## config.mk

```make
export PLATFORM = sky130hd
export DESIGN_NAME = cic_interp
export DESIGN_NICKNAME = d
export VERILOG_FILES = /design/src/rtl/cic_interp.sv
export SDC_FILE = /design/constraint.sdc
export NUM_CORES = 1
export LEC_CHECK = 0
export ABC_AREA = 1
export CELL_PAD_IN_SITES_DETAIL_PLACEMENT = 1
export CELL_PAD_IN_SITES_GLOBAL_PLACEMENT = 2
export CORE_MARGIN = 3
export CORE_UTILIZATION = 33
export CTS_BUF_LIST = sky130_fd_sc_hd__clkbuf_4 sky130_fd_sc_hd__clkbuf_8
export DETAILED_ROUTE_END_ITERATION = 8
export PLACE_DENSITY_LB_ADDON = 0.1
export SLEW_MARGIN = 0
export SYNTH_ARGS = -nofsm -noshare
export SYNTH_HDL_FRONTEND = slang
export SYNTH_SLANG_ARGS = --single-unit
```

## constraint.sdc

```tcl
create_clock -name i_clk -period 6.8 [get_ports i_clk]
set_input_delay 1.36 -clock i_clk [delete_from_list [all_inputs] [get_ports i_clk]]
set_output_delay 1.36 -clock i_clk [all_outputs]
set_load 0.01 [all_outputs]
```

## src/rtl/cic_interp.sv

```systemverilog
// rtl/cic_interp.sv - CIC interpolator: N combs at input rate, zero-stuff by R, N integrators at output rate.
// Define CIC_INTERP_ROUND_EN to round (half up) instead of truncate when OTW < OW.
module cic_interp #(
  parameter int IW  = 8,
  parameter int OW  = 17,
  parameter int OTW = 17,
  parameter int R   = 8,
  parameter int N   = 3,
  parameter int M   = 1
) (
  input  logic           i_clk,
  input  logic           i_rst_n,
  input  logic [IW-1:0]  i_data,
  input  logic           i_valid,
  output logic           o_in_ready,
  output logic [OTW-1:0] o_data,
  output logic           o_valid,
  input  logic           i_out_ready
);

  localparam int CW = (R > 1) ? $clog2(R) : 1;
  localparam int SH = OW - OTW;
  localparam logic [CW-1:0] LAST = CW'(R - 1);
`ifdef CIC_INTERP_ROUND_EN
  localparam int RSH = (SH > 0) ? SH - 1 : 0;
`endif

  logic [OW-1:0]  dly_q [N][M];
  logic [OW-1:0]  c [N+1];
  logic [OW-1:0]  h_q;
  logic           h_valid_q, h_valid_d;
  logic [CW-1:0]  cnt_q, cnt_d;
  logic [OW-1:0]  integ_q [N];
  logic [OW-1:0]  y [N];
  logic [OW-1:0]  x;
  logic [OTW-1:0] o_data_q;
  logic           o_valid_q, o_valid_d;
  logic           accept, advance, last_phase;

  function automatic logic [OTW-1:0] scale(input logic [OW-1:0] y_in);
    logic [OW-1:0] t;
`ifdef CIC_INTERP_ROUND_EN
    t = (SH > 0) ? y_in + (OW'(1) << RSH) : y_in;
`else
    t = y_in;
`endif
    return OTW'(t >> SH);
  endfunction

  always_comb begin
    advance    = h_valid_q & (~o_valid_q | i_out_ready);
    last_phase = (cnt_q == LAST);
    o_in_ready = ~h_valid_q | (advance & last_phase);
    accept     = i_valid & o_in_ready;
  end

  // Comb chain: each stage subtracts its input from M accepts ago.
  always_comb begin
    c[0] = OW'($signed(i_data));
    for (int k = 0; k < N; k++) begin
      c[k+1] = c[k] - dly_q[k][M-1];
    end
  end

  always_comb begin
    x    = (cnt_q == '0) ? h_q : '0;
    y[0] = integ_q[0] + x;
    for (int k = 1; k < N; k++) begin
      y[k] = integ_q[k] + y[k-1];
    end
  end

  // A last-phase advance with a same-cycle accept keeps h_valid set, so no bubble.
  always_comb begin
    cnt_d     = cnt_q;
    h_valid_d = h_valid_q;
    o_valid_d = o_valid_q;
    if (advance) begin
      cnt_d     = last_phase ? '0 : cnt_q + 1'b1;
      o_valid_d = 1'b1;
      if (last_phase) begin
        h_valid_d = 1'b0;
      end
    end else if (o_valid_q & i_out_ready) begin
      o_valid_d = 1'b0;
    end
    if (accept) begin
      h_valid_d = 1'b1;
    end
  end

  always_ff @(posedge i_clk or negedge i_rst_n) begin
    if (!i_rst_n) begin
      for (int k = 0; k < N; k++) begin
        for (int j = 0; j < M; j++) begin
          dly_q[k][j] <= '0;
        end
        integ_q[k] <= '0;
      end
      h_q       <= '0;
      h_valid_q <= 1'b0;
      cnt_q     <= '0;
      o_data_q  <= '0;
      o_valid_q <= 1'b0;
    end else begin
      cnt_q     <= cnt_d;
      h_valid_q <= h_valid_d;
      o_valid_q <= o_valid_d;
      if (accept) begin
        h_q <= c[N];
        for (int k = 0; k < N; k++) begin
          dly_q[k][0] <= c[k];
          for (int j = 1; j < M; j++) begin
            dly_q[k][j] <= dly_q[k][j-1];
          end
        end
      end
      if (advance) begin
        for (int k = 0; k < N; k++) begin
          integ_q[k] <= y[k];
        end
        o_data_q <= scale(y[N-1]);
      end
    end
  end

  assign o_data  = o_data_q;
  assign o_valid = o_valid_q;

endmodule

```

# Yosys cells after proc, flatten, opt, wreduce, memory -nomap -nowiden
# Cells that the tools add are included.
# totals
out_inout_bits,19
ff_bits,115
input_bits,12
# op_classes
n_mux,7
reduce_logical,5
bitwise_logic,8
addsub,7
n_eq_ne,1
# ops
op,n
adder 17 bit,3
subtractor 17 bit,2
2-to-1 mux 17 bit,1
subtractor 8 x 8 -> 9 bit,1
nonzero test 2 bit,3
2-to-1 mux 1 bit,5
bitwise AND 1 bit,4
"adder 3 x 1 -> 3 bit, second input constant",1
"== test 3 bit, second input constant",1
zero test 3 bit,1
2-to-1 mux 3 bit,1
NOT 1 bit,2
bitwise OR 1 bit,2
AND reduction 2 bit,1

# Logic depth before layout (Yosys ltp)
# Gate-level depths: netlist (run 1).
# depth
ltp_word,8
mapped_depth,34
depth_no_buf,34

# Worst setup path before layout (run 1)
# Ideal clock, no wire load.
# synth_timing
path_kind,in2reg
startpoint,input port i_data[0]
endpoint,register h_q[15]
setup_slack_ns,1.834
n_path_buf,0
setup_ns,0.130
t_required_ns,6.670
path_stages,21
arrival_ns,4.836
cell_sequence,inv_1 ha_1 inv_1 fa_1 inv_1 fa_1 o21ai_1 a21oi_1 o21bai_1 nand3_1 nand2_1 fa_1 ha_1 a21oi_1 inv_1 a221oi_1 nand2_1 nand2_1 nand4_1 nand3_1 o21ai_0
# synth_lines
element,line_no,text
from (decl),13,"input logic [IW-1:0] i_data,"
to (signal assigned),110,h_q <= c[N];
to (decl),30,logic [OW-1:0] h_q;

==> results of run 1 <==
-- sequential cells by signal (all words and copies together) (netlist names) --
name and flops:
integ_q 34, o_data 17, cnt_q 3, dly_q 34, o_valid 1, h_valid_q 1
h_q 17
-- routing by layer --
| layer | global-route usage | wire, µm | vias up |
|---|---|---|---|
| met1 | 0.194 | 9280 | 3083 |
| met3 | 0.0267 | 315 | 10 |
| met5 | 0 | 0 | - |
| met2 | 0.281 | 9670 | 32 |
| li1 | - | - | 3426 |
| met4 | 0.0237 | 144 | 0 |
-- final cells by class --
class,instances,area [µm²]
fillers,2931,14900
multi-input cells,767,4640
repair buffers,34,328
inverters,150,563
clock buffers,10,138
clock inverters,6,113
flip-flops and latches,107,2680
well taps,319,399
-- cells in the final DEF, fill, tap and decap left out, types with 2 or more instances in the layout --
cell,synthesis,routed
sky130_fd_sc_hd__o21ai_0,76,76
sky130_fd_sc_hd__nor3_1,7,7
sky130_fd_sc_hd__nand2_2,9,10
sky130_fd_sc_hd__clkdlybuf4s50_1,0,29
sky130_fd_sc_hd__or2_1,3,3
sky130_fd_sc_hd__nand3_1,44,44
sky130_fd_sc_hd__o21bai_2,2,2
sky130_fd_sc_hd__inv_1,148,148
sky130_fd_sc_hd__xor2_1,32,32
sky130_fd_sc_hd__nand2_1,284,283
sky130_fd_sc_hd__o21ai_1,6,6
sky130_fd_sc_hd__dfrtp_1,107,107
sky130_fd_sc_hd__a21oi_1,61,61
sky130_fd_sc_hd__or2_2,4,4
sky130_fd_sc_hd__bufinv_16,0,3
sky130_fd_sc_hd__nand3b_1,2,2
sky130_fd_sc_hd__nor2_2,2,2
sky130_fd_sc_hd__a21oi_2,4,4
sky130_fd_sc_hd__clkbuf_8,0,10
sky130_fd_sc_hd__a21boi_1,2,2
sky130_fd_sc_hd__a211oi_1,4,4
sky130_fd_sc_hd__o21ai_2,6,6
sky130_fd_sc_hd__ha_1,87,87
sky130_fd_sc_hd__o22ai_1,2,2
sky130_fd_sc_hd__clkinv_4,0,2
sky130_fd_sc_hd__nand4_1,9,9
sky130_fd_sc_hd__xnor2_1,21,21
sky130_fd_sc_hd__and2_1,3,3
sky130_fd_sc_hd__a31oi_1,12,12
sky130_fd_sc_hd__o21bai_1,8,8
sky130_fd_sc_hd__nand3_2,3,3
sky130_fd_sc_hd__a21o_1,8,8
sky130_fd_sc_hd__o211ai_1,2,2
sky130_fd_sc_hd__buf_4,17,5
sky130_fd_sc_hd__fa_1,7,7
sky130_fd_sc_hd__nor2_1,45,44
-- metrics by stage --
stage          setup WS, ns  cell area, µm²  hold WS, ns  cells  utilization
3_3_place_gp          0.807            8610        0.466   1377        0.362
2_1_floorplan          1.83            8080        0.442   1062            -
3_5_place_dp          0.800            8610        0.473   1377        0.362
4_1_cts                1.22            8860        0.501   1393        0.373
6_report               1.30            8860        0.490   1393        0.373
5_1_grt               0.760            8860        0.522   1393        0.373
-- worst max-delay path, cell delays in order --
cell and delay [ns]:
sky130_fd_sc_hd__clkdlybuf4s50_1 0.40, sky130_fd_sc_hd__inv_1 0.07, sky130_fd_sc_hd__ha_1 0.15, sky130_fd_sc_hd__inv_1 0.06, sky130_fd_sc_hd__fa_1 0.53, sky130_fd_sc_hd__inv_1 0.07
sky130_fd_sc_hd__fa_1 0.44, sky130_fd_sc_hd__o21ai_1 0.25, sky130_fd_sc_hd__a21oi_1 0.10, sky130_fd_sc_hd__o21bai_1 0.22, sky130_fd_sc_hd__nand3_1 0.10, sky130_fd_sc_hd__nand2_1 0.15
sky130_fd_sc_hd__fa_1 0.46, sky130_fd_sc_hd__ha_1 0.38, sky130_fd_sc_hd__a21oi_1 0.17, sky130_fd_sc_hd__inv_1 0.07, sky130_fd_sc_hd__a221oi_1 0.23, sky130_fd_sc_hd__nand2_1 0.16
sky130_fd_sc_hd__nand2_1 0.11, sky130_fd_sc_hd__nand4_1 0.09, sky130_fd_sc_hd__nand3_1 0.09, sky130_fd_sc_hd__o21ai_0 0.09
-- worst min-delay path by stage --
stage	to	from	cells past startpoint	slack, ns
finish	dly_q[6]$_DFFE_PN0P_	dly_q[6]$_DFFE_PN0P_	2	0.49
global route	h_q[1]$_DFFE_PN0P_	h_q[1]$_DFFE_PN0P_	2	0.52
CTS	dly_q[6]$_DFFE_PN0P_	dly_q[6]$_DFFE_PN0P_	2	0.50
detailed placement	dly_q[6]$_DFFE_PN0P_	dly_q[6]$_DFFE_PN0P_	2	0.47
global placement	dly_q[6]$_DFFE_PN0P_	dly_q[6]$_DFFE_PN0P_	2	0.47
floorplan	h_q[1]$_DFFE_PN0P_	h_q[1]$_DFFE_PN0P_	2	0.44
-- cell families (layout without fill, tap and decap cells) --
logic type / Yosys count / count (layout) / synth area share
buffers and inverters: 188 / 200 / 0.0953
AOI/OAI and AO/OA: 202 / 202 / 0.147
xor gates and xnor gates: 53 / 53 / 0.0575
and+or+nand+nor: 418 / 418 / 0.216
DFF: 107 / 107 / 0.332
adders and majority gates: 94 / 94 / 0.152
==> metrics.log, run 1 <==
INFO  metric worstPathRequired = 7.05 ns
INFO  metric worst_skew_pair.late_latency = 0.39 ns
INFO  metric cts-root-to-sink-buffers = 2
INFO  metric place_hpwl = 14900 µm
INFO  metric initial_core_util = 0.340
INFO  metric finalSetupTns = 0 ns
INFO  metric cts-resized-gates = 0
INFO  metric synth.ff_latch_count = 107
INFO  metric crit-reg2reg-capture = o_data[16]$_DFFE_PN0P_
INFO  metric ff_to_ff_path_depth = 30
INFO  metric antenna_violations_before_repair = 0
INFO  metric synth-main-ff-cell = sky130_fd_sc_hd__dfrtp_1
INFO  metric asyncSetResetFlopFracSynth = 1.00
INFO  metric period_share = 0.809
INFO  metric final-setup-viol-count = 0
INFO  metric route.antenna.remaining_nets = 0
INFO  metric vias_per_cell = 4.70
INFO  metric critical_path.endpoint = h_q[15]$_DFFE_PN0P_
INFO  metric total_length_of_routed_wires = 19400 µm
INFO  metric num_vias = 6551
INFO  metric timing.fmax = 0.182 GHz
INFO  metric worstHoldPathType = reg2reg
INFO  metric timing.critical_path.arrival = 5.75 ns
INFO  metric antenna_cells_inserted = 0
INFO  metric setup.worst_path.class = in2reg
INFO  metric syn2layout_area_growth = 9.67%
INFO  metric detailed_routing_iteration_count_for_the_pre_antenna_repair_pass = 4
INFO  metric io_pins = 31
INFO  metric global_route_wire_length_before_repair = 33600 µm
INFO  metric clock_sink_count = 107
INFO  metric cts_hold_repair.buffers = 0
INFO  metric buffers_inserted_during_post_cts_setup_optimization = 0
INFO  metric yosys_warnings = 0
INFO  metric maxcap_viol_count = 0
INFO  metric rrSetupSlack = 1.34 ns
INFO  metric global_route.usage.total = 0.154
INFO  metric numCtsBuffers = 9
INFO  metric drc_errors = 0
INFO  metric synthTopCellsByCount = 284 x sky130_fd_sc_hd__nand2_1, 148 x sky130_fd_sc_hd__inv_1, 107 x sky130_fd_sc_hd__dfrtp_1
INFO  metric cp-startpoint = i_data[0]
INFO  metric synth.top_cell.area_share = 0.332
INFO  metric yosysUniqueCellTypes = 47
INFO  metric rsz0062_at_grt = no
INFO  metric worst_setup_path_end_kind = flop
INFO  metric std_cell_rows = 56
INFO  metric timing.final.hold_violations = 0
INFO  metric grt_remaining_overflow = 0
INFO  metric synth.most_common_cell = sky130_fd_sc_hd__nand2_1
INFO  metric final.min_clock_period = 5.50 ns
INFO  metric post_route_cells_drive_above_1_share = 0.0531
INFO  metric die_span_in_x = 162 µm
INFO  metric fin_skew = 0.0131 ns
INFO  metric drt_iter0_markers = 174
INFO  metric mappedNetlistNets = 1168
INFO  metric outcome = finished, final reports clean
INFO  metric core-area = 0.0238 mm²
INFO  metric fin_nets = 1175
INFO  metric io_buffers = 30
INFO  metric synth_area_per_cell = 7.60 µm²
INFO  metric worstMarginPinSlew = 0.881 ns
INFO  metric worst_setup_path_start_kind = input port
INFO  metric number_of_enable_type_register_cells_in_the_synthesized_netlist = 0
INFO  metric grt_max_degree = 66
INFO  metric grt_pass1_vias = 6944
INFO  metric clk_transition_reported_paths = 0.10 ns
INFO  metric die_height = 162 µm
INFO  metric synth.largest_area_cell = sky130_fd_sc_hd__dfrtp_1
INFO  metric crit-reg2reg-launch = cnt_q[0]$_DFFE_PN0P_
INFO  metric tritoncts = yes
INFO  metric yosys-top-cells-area = sky130_fd_sc_hd__dfrtp_1 33%, sky130_fd_sc_hd__ha_1 13%, sky130_fd_sc_hd__nand2_1 13%
INFO  metric yosysSeqAreaShare = 0.332
INFO  metric slew-limit-headroom = 0.413
INFO  metric cts_root_buf = sky130_fd_sc_hd__clkbuf_8
INFO  metric die_outline_area = 0.0264 mm²
INFO  metric cts-htree-levels = 3
INFO  metric mappedNetlistArea = 0.00808 mm²
INFO  metric crit_path_max_fanout = 5
INFO  metric final_max_slew_viol_count = 0
INFO  metric netlist_instances = 1062
INFO  metric post_drt_wl_per_cell = 13.9 µm
INFO  metric place_congestion = 0.780
Power of run 1 is left out: the tool's default activity adds up to more than one toggle a clock period on the data nets, which glitch-free logic cannot reach.
==> run 2: changes to the inputs <==
clock period = 5.3 ns   (was 6.8 ns; I/O delays follow)
==> metrics.log, run 2 (synthesis gave the netlist of run 1 again) <==
INFO  metric outcome = finished, final reports clean (unchanged)
INFO  metric drt_iter0_markers = 171 (was 174)
INFO  metric setup.worst_path.class = in2reg (unchanged)
INFO  metric numPlacedInstances = 1406 (was 1377)
INFO  metric route.antenna.remaining_nets = 0 (unchanged)
INFO  metric total_length_of_routed_wires = 19700 µm (was 19400 µm)
INFO  metric layout_common_cells = 282 x sky130_fd_sc_hd__nand2_1, 147 x sky130_fd_sc_hd__inv_1, 107 x sky130_fd_sc_hd__dfrtp_1 (was 283 x sky130_fd_sc_hd__nand2_1, 148 x sky130_fd_sc_hd__inv_1, 107 x sky130_fd_sc_hd__dfrtp_1)
INFO  metric grt_max_degree = 62 (was 66)
INFO  metric fin_nets = 1218 (was 1175)
INFO  metric cts_root_buf = sky130_fd_sc_hd__clkbuf_8 (unchanged)
INFO  metric place_hpwl = 15100 µm (was 14900 µm)
INFO  metric vias_per_cell = 4.69 (was 4.70)
INFO  metric finalWorstSetupSlack = 0.404 ns (was 1.30 ns)
INFO  metric ff_to_ff_path_depth = 33 (was 30)
INFO  metric worst_skew_pair.late_latency = 0.39 ns (about the same)
INFO  metric num_vias = 6734 (was 6551)
INFO  metric period_share = 0.924
INFO  metric cts_hold_repair.buffers = 0 (unchanged)
INFO  metric crit_path_max_fanout = 3 (was 5)
INFO  metric clock_sink_count = 107 (unchanged)
INFO  metric die_span_in_x = 162 µm (unchanged)
INFO  metric layout.cells.non_filler = 1436 (was 1393)
INFO  metric worstMarginPinSlew = 0.632 ns (was 0.881 ns)
INFO  metric timing.fmax = 0.204 GHz
INFO  metric maxcap_viol_count = 0 (unchanged)
INFO  metric die_outline_area = 0.0264 mm² (unchanged)
INFO  metric final_max_slew_viol_count = 0 (unchanged)
INFO  metric slew-limit-headroom = 0.579 (was 0.413)
INFO  metric rsz0062_at_grt = yes (was no)
INFO  metric worst_setup_path_start_kind = input port (unchanged)
INFO  metric dp_slack = -0.149 ns (was 0.800 ns)
INFO  metric clk_transition_reported_paths = 0.11 ns (was 0.10 ns)
INFO  metric place_congestion = 0.800 (was 0.780)
INFO  metric timing.critical_path.arrival = 5.15 ns (was 5.75 ns)
INFO  metric io_pins = 31 (unchanged)
INFO  metric largestRegisters = dly_q (34), integ_q (34) (unchanged)
INFO  metric die_height = 162 µm (unchanged)
INFO  metric end_of_the_worst_hold_path = h_q[1]$_DFFE_PN0P_ (was dly_q[6]$_DFFE_PN0P_)
INFO  metric tritoncts = yes (unchanged)
INFO  metric io_buffers = 30 (unchanged)
INFO  metric cts-htree-levels = 3 (unchanged)
INFO  metric worstHoldPathType = reg2reg (unchanged)
INFO  metric crit-reg2reg-launch = cnt_q[0]$_DFFE_PN0P_ (unchanged)
INFO  metric final.min_clock_period = 4.90 ns
INFO  metric syn2layout_area_growth = 15.4% (was 9.67%)
INFO  metric antenna_cells_inserted = 0 (unchanged)
INFO  metric layout_commonest_cell = sky130_fd_sc_hd__nand2_1 (unchanged)
INFO  metric initial_core_util = 0.340 (unchanged)
INFO  metric core-area = 0.0238 mm² (unchanged)
INFO  metric fin_skew = 0.0153 ns (was 0.0131 ns)
INFO  metric post_route_cells_drive_above_1_share = 0.125 (was 0.0531)
INFO  metric grt_remaining_overflow = 0 (unchanged)
INFO  metric grt_pass1_vias = 7391 (was 6944)
INFO  metric timing.final.hold_violations = 0 (unchanged)
INFO  metric antenna_violations_before_repair = 0 (unchanged)
INFO  metric crit-reg2reg-capture = o_data[16]$_DFFE_PN0P_ (unchanged)
INFO  metric detailed_routing_iteration_count_for_the_pre_antenna_repair_pass = 4 (unchanged)
INFO  metric final-setup-viol-count = 0 (unchanged)
INFO  metric numCtsBuffers = 9 (unchanged)
INFO  metric rrSetupSlack = 0.48 ns (was 1.34 ns)
INFO  metric worst_setup_path_end_kind = flop (unchanged)
INFO  metric drc_errors = 0 (unchanged)
INFO  metric cts-root-to-sink-buffers = 2 (unchanged)
INFO  metric std_cell_rows = 56 (unchanged)
INFO  metric global_route_wire_length_before_repair = 34300 µm (was 33600 µm)
INFO  metric worstPathRequired = 5.56 ns (was 7.05 ns)
INFO  metric post_drt_wl_per_cell = 13.7 µm (was 13.9 µm)
INFO  metric global_route.usage.total = 0.158 (was 0.154)
INFO  metric whs_path_depth = 2 (unchanged)
INFO  metric worst_hold_start = h_q[1]$_DFFE_PN0P_ (was dly_q[6]$_DFFE_PN0P_)
-- run 2: cell types whose count changed in the layout (fill, tap and decap cells not counted), sizes merged --
cell	before	now
buf	5	48
bufinv	3	1
clkinvlp	0	2
clkinv	4	3
inv	149	150
-- run 2: how the worst max path moves through the flow --
stage,from,end,slack (ns),cells after the start
floorplan,i_data[0],h_q[15]$_DFFE_PN0P_,0.63,21
global placement,i_data[0],h_q[12]$_DFFE_PN0P_,-0.04,25
detailed placement,i_data[0],h_q[12]$_DFFE_PN0P_,-0.15,25
CTS,cnt_q[0]$_DFFE_PN0P_,o_data[16]$_DFFE_PN0P_,0.002,33
global route,cnt_q[0]$_DFFE_PN0P_,o_data[16]$_DFFE_PN0P_,-0.05,33
finish,i_data[0],h_q[11]$_DFFE_PN0P_,0.40,21
-- run 2: stage by stage --
step / hold slack [ns] / TNS, ns / instance area [µm²] / util
CTS: 0.489 / 0 / 9020 / 0.380
detailed placement: 0.461 / -0.612 / 8820 / 0.372
global route: 0.506 / -0.0894 / 9320 / 0.392
finish: 0.483 / 0 / 9320 / 0.392
global placement: 0.457 / -0.0856 / 8820 / 0.372
floorplan: 0.442 / 0 / 8080 / -
-- run 2: timing repair --
item | in CTS | in global routing
setup buffers | 0 | 14
gates resized for setup | 0 | 48
endpoints found under the setup margin | 0 | 13
-- run 2: layout make-up --
type | instances | area (µm²)
multi-input combinational | 767 | 4830
sequential | 107 | 2680
clock inverter | 6 | 63.8
inverter | 150 | 563
fill | 2904 | 14400
timing repair buffer | 77 | 654
clock buffer | 10 | 131
tap | 319 | 399
-- run 2: per-layer routing --
metal	wire length [µm]	global-route usage	share of wire
met3	292	0.0214	0.015
met1	9140	0.188	0.47
met2	10000	0.300	0.51
met4	220	0.0333	0.011
met5	0	0	0
-- run 2: worst max-delay path: stages --
cell                              delay [ns]
sky130_fd_sc_hd__clkdlybuf4s50_1        0.40
sky130_fd_sc_hd__inv_1                  0.07
sky130_fd_sc_hd__ha_1                   0.15
sky130_fd_sc_hd__inv_1                  0.06
sky130_fd_sc_hd__fa_2                   0.53
sky130_fd_sc_hd__inv_1                  0.05
sky130_fd_sc_hd__fa_1                   0.43
sky130_fd_sc_hd__o21ai_2                0.17
sky130_fd_sc_hd__a21oi_1                0.08
sky130_fd_sc_hd__o21bai_1               0.20
sky130_fd_sc_hd__nand3_1                0.09
sky130_fd_sc_hd__nand2_1                0.10
sky130_fd_sc_hd__fa_1                   0.44
sky130_fd_sc_hd__ha_1                   0.33
sky130_fd_sc_hd__a21oi_1                0.15
sky130_fd_sc_hd__inv_1                  0.07
sky130_fd_sc_hd__a221oi_1               0.24
sky130_fd_sc_hd__nand2_1                0.15
sky130_fd_sc_hd__buf_4                  0.16
sky130_fd_sc_hd__xnor2_1                0.12
sky130_fd_sc_hd__o21ai_0                0.08
Power of run 2 is left out for the same reason.
==> run 3: changes to the inputs <==
CORE_ASPECT_RATIO = 0.8   (was unset)
CORE_MARGIN = unset   (was 3)
==> metrics.log, run 3 (synthesis gave the netlist of run 1 again) <==
INFO  metric antenna_violations_before_repair = 0 (unchanged)
INFO  metric clock_sink_count = 107 (unchanged)
INFO  metric crit_path_top_delay_cell = sky130_fd_sc_hd__dfrtp_1 (was sky130_fd_sc_hd__fa_2)
INFO  metric die_outline_area = 0.0251 mm² (was 0.0264 mm²)
INFO  metric worstPathRequired = 5.56 ns (about the same)
INFO  metric worst_skew_pair.late_latency = 0.42 ns (was 0.39 ns)
INFO  metric cts_root_buf = sky130_fd_sc_hd__clkbuf_8 (unchanged)
INFO  metric worst_setup_path_end_kind = flop (unchanged)
INFO  metric numCtsBuffers = 9 (unchanged)
INFO  metric largestRegisters = dly_q (34), integ_q (34) (unchanged)
INFO  metric place_hpwl = 15400 µm (was 15100 µm)
INFO  metric antenna_cells_inserted = 0 (unchanged)
INFO  metric worst_path_largest_cell_delay = 0.43 ns (was 0.53 ns)
INFO  metric layout.core_utilization = 0.406 (was 0.392)
INFO  metric worstHoldPathType = reg2reg (unchanged)
INFO  metric syn2layout_area_growth = 19.1% (was 15.4%)
INFO  metric cts-htree-levels = 3 (unchanged)
INFO  metric drc_errors = 0 (unchanged)
INFO  metric die_span_in_x = 177 µm (was 162 µm)
INFO  metric die_height = 142 µm (was 162 µm)
INFO  metric place_congestion = 0.812 (was 0.800)
INFO  metric global_route_wire_length_before_repair = 35100 µm (was 34300 µm)
INFO  metric detailed_routing_iteration_count_for_the_pre_antenna_repair_pass = 4 (unchanged)
INFO  metric finalSetupTns = 0 ns (unchanged)
INFO  metric numPlacedInstances = 1405 (was 1406)
INFO  metric fin_skew = 0.0234 ns (was 0.0153 ns)
INFO  metric outcome = finished, final reports clean (unchanged)
INFO  metric layout_common_cells = 277 x sky130_fd_sc_hd__nand2_1, 140 x sky130_fd_sc_hd__inv_1, 107 x sky130_fd_sc_hd__dfrtp_1 (was 282 x sky130_fd_sc_hd__nand2_1, 147 x sky130_fd_sc_hd__inv_1, 107 x sky130_fd_sc_hd__dfrtp_1)
INFO  metric cts_hold_repair.buffers = 0 (unchanged)
INFO  metric setup.worst_path.class = reg2reg (was in2reg)
INFO  metric slew-limit-headroom = 0.523 (was 0.579)
INFO  metric total_length_of_routed_wires = 20800 µm (was 19700 µm)
INFO  metric num_vias = 6865 (was 6734)
INFO  metric final.fill_count = 2933 (was 2904)
INFO  metric io_pins = 31 (unchanged)
INFO  metric vias_per_cell = 4.74 (was 4.69)
INFO  metric post_route_cells_drive_above_1_share = 0.160 (was 0.125)
INFO  metric crit_path_max_fanout = 5 (was 3)
INFO  metric period_share = 0.940 (was 0.924)
INFO  metric grt_max_degree = 63 (was 62)
INFO  metric post_drt_wl_per_cell = 14.3 µm (was 13.7 µm)
INFO  metric grt_remaining_overflow = 0 (unchanged)
INFO  metric timing.fmax = 0.201 GHz (was 0.204 GHz)
INFO  metric layout.cells.non_filler = 1449 (was 1436)
INFO  metric route.antenna.remaining_nets = 0 (unchanged)
INFO  metric timing.final.hold_violations = 0 (unchanged)
INFO  metric final-setup-viol-count = 0 (unchanged)
INFO  metric grt_pass1_vias = 7057 (was 7391)
INFO  metric global_route.usage.total = 0.175 (was 0.158)
INFO  metric fin_nets = 1238 (was 1218)
INFO  metric std_cell_rows = 50 (was 56)
INFO  metric maxcap_viol_count = 0 (unchanged)
INFO  metric tritoncts = yes (unchanged)
INFO  metric core-area = 0.0237 mm² (was 0.0238 mm²)
INFO  metric clk_transition_reported_paths = 0.12 ns (was 0.11 ns)
INFO  metric critical_path.most_common_cell = sky130_fd_sc_hd__inv_2 (was sky130_fd_sc_hd__inv_1)
INFO  metric cts-root-to-sink-buffers = 2 (unchanged)
INFO  metric timing.critical_path.arrival = 5.24 ns (was 5.15 ns)
INFO  metric final_max_slew_viol_count = 0 (unchanged)
INFO  metric initial_core_util = 0.341 (was 0.340)
INFO  metric layout_commonest_cell = sky130_fd_sc_hd__nand2_1 (unchanged)
INFO  metric worst_setup_path_start_kind = flop (was input port)
INFO  metric worstMarginPinSlew = 0.716 ns (was 0.632 ns)
INFO  metric final.min_clock_period = 4.98 ns (was 4.90 ns)
INFO  metric io_buffers = 30 (unchanged)
INFO  metric drt_iter0_markers = 238 (was 171)
-- run 3: what timing repair did --
item / CTS / global route
pin swaps: 4 / 41
setup buffers: 11 / 17
endpoints found under the setup margin: 1 / 12
gates resized for setup: 5 / 80
-- run 3: worst paths after layout --
path,start,endpoint,slack (ns),depth (start not counted)
max reg2reg,cnt_q[0]$_DFFE_PN0P_,o_data[15]$_DFFE_PN0P_,0.32,31
min reg2reg,h_q[1]$_DFFE_PN0P_,h_q[1]$_DFFE_PN0P_,0.49,2
min in group asynchronous,i_rst_n,o_data[9]$_DFFE_PN0P_,0.53,1
min,h_q[1]$_DFFE_PN0P_,h_q[1]$_DFFE_PN0P_,0.49,2
max in group asynchronous,i_rst_n,dly_q[14]$_DFFE_PN0P_,3.75,2
max,cnt_q[0]$_DFFE_PN0P_,o_data[15]$_DFFE_PN0P_,0.32,31
-- run 3: metal layers --
layer / GRT usage / vias up / share of wire
met5: 0 / - / 0
met4: 0.0368 / 0 / 0.0084
met3: 0.0297 / 13 / 0.024
met2: 0.258 / 38 / 0.41
met1: 0.264 / 3245 / 0.55
li1: - / 3569 / -
-- run 3: area by class of cell --
type                    instances  area (µm²)  share of cell area
clock buffers                  10         131              0.0137
clock inverters                 6        57.6             0.00598
inverters                     150         563              0.0585
multi-input cells             767        4990               0.518
flip-flops and latches        107        2680               0.278
well taps                     312         390              0.0406
repair buffers                 97         815              0.0846
-- run 3: worst max-delay path, delay by kind of cell, from the launching register on --
| kind | cells | cell delay [ns] |
|---|---|---|
| fa+ha+maj | 5 | 1.47 |
| simple gates | 12 | 1.41 |
| compound gates | 5 | 0.69 |
| xor+xnor | 3 | 0.44 |
| flops | 1 | 0.43 |
| buf+inv | 6 | 0.37 |
-- run 3: metrics by stage --
stage	instance area [µm²]	hold slack, ns	setup slack, ns
CTS	9150	0.499	0.00969
finish	9620	0.493	0.316
global route	9620	0.507	-0.0714
global placement	8860	0.464	-0.0518
floorplan	8080	0.442	0.634
detailed placement	8860	0.469	-0.103
Power of run 3 is left out for the same reason.
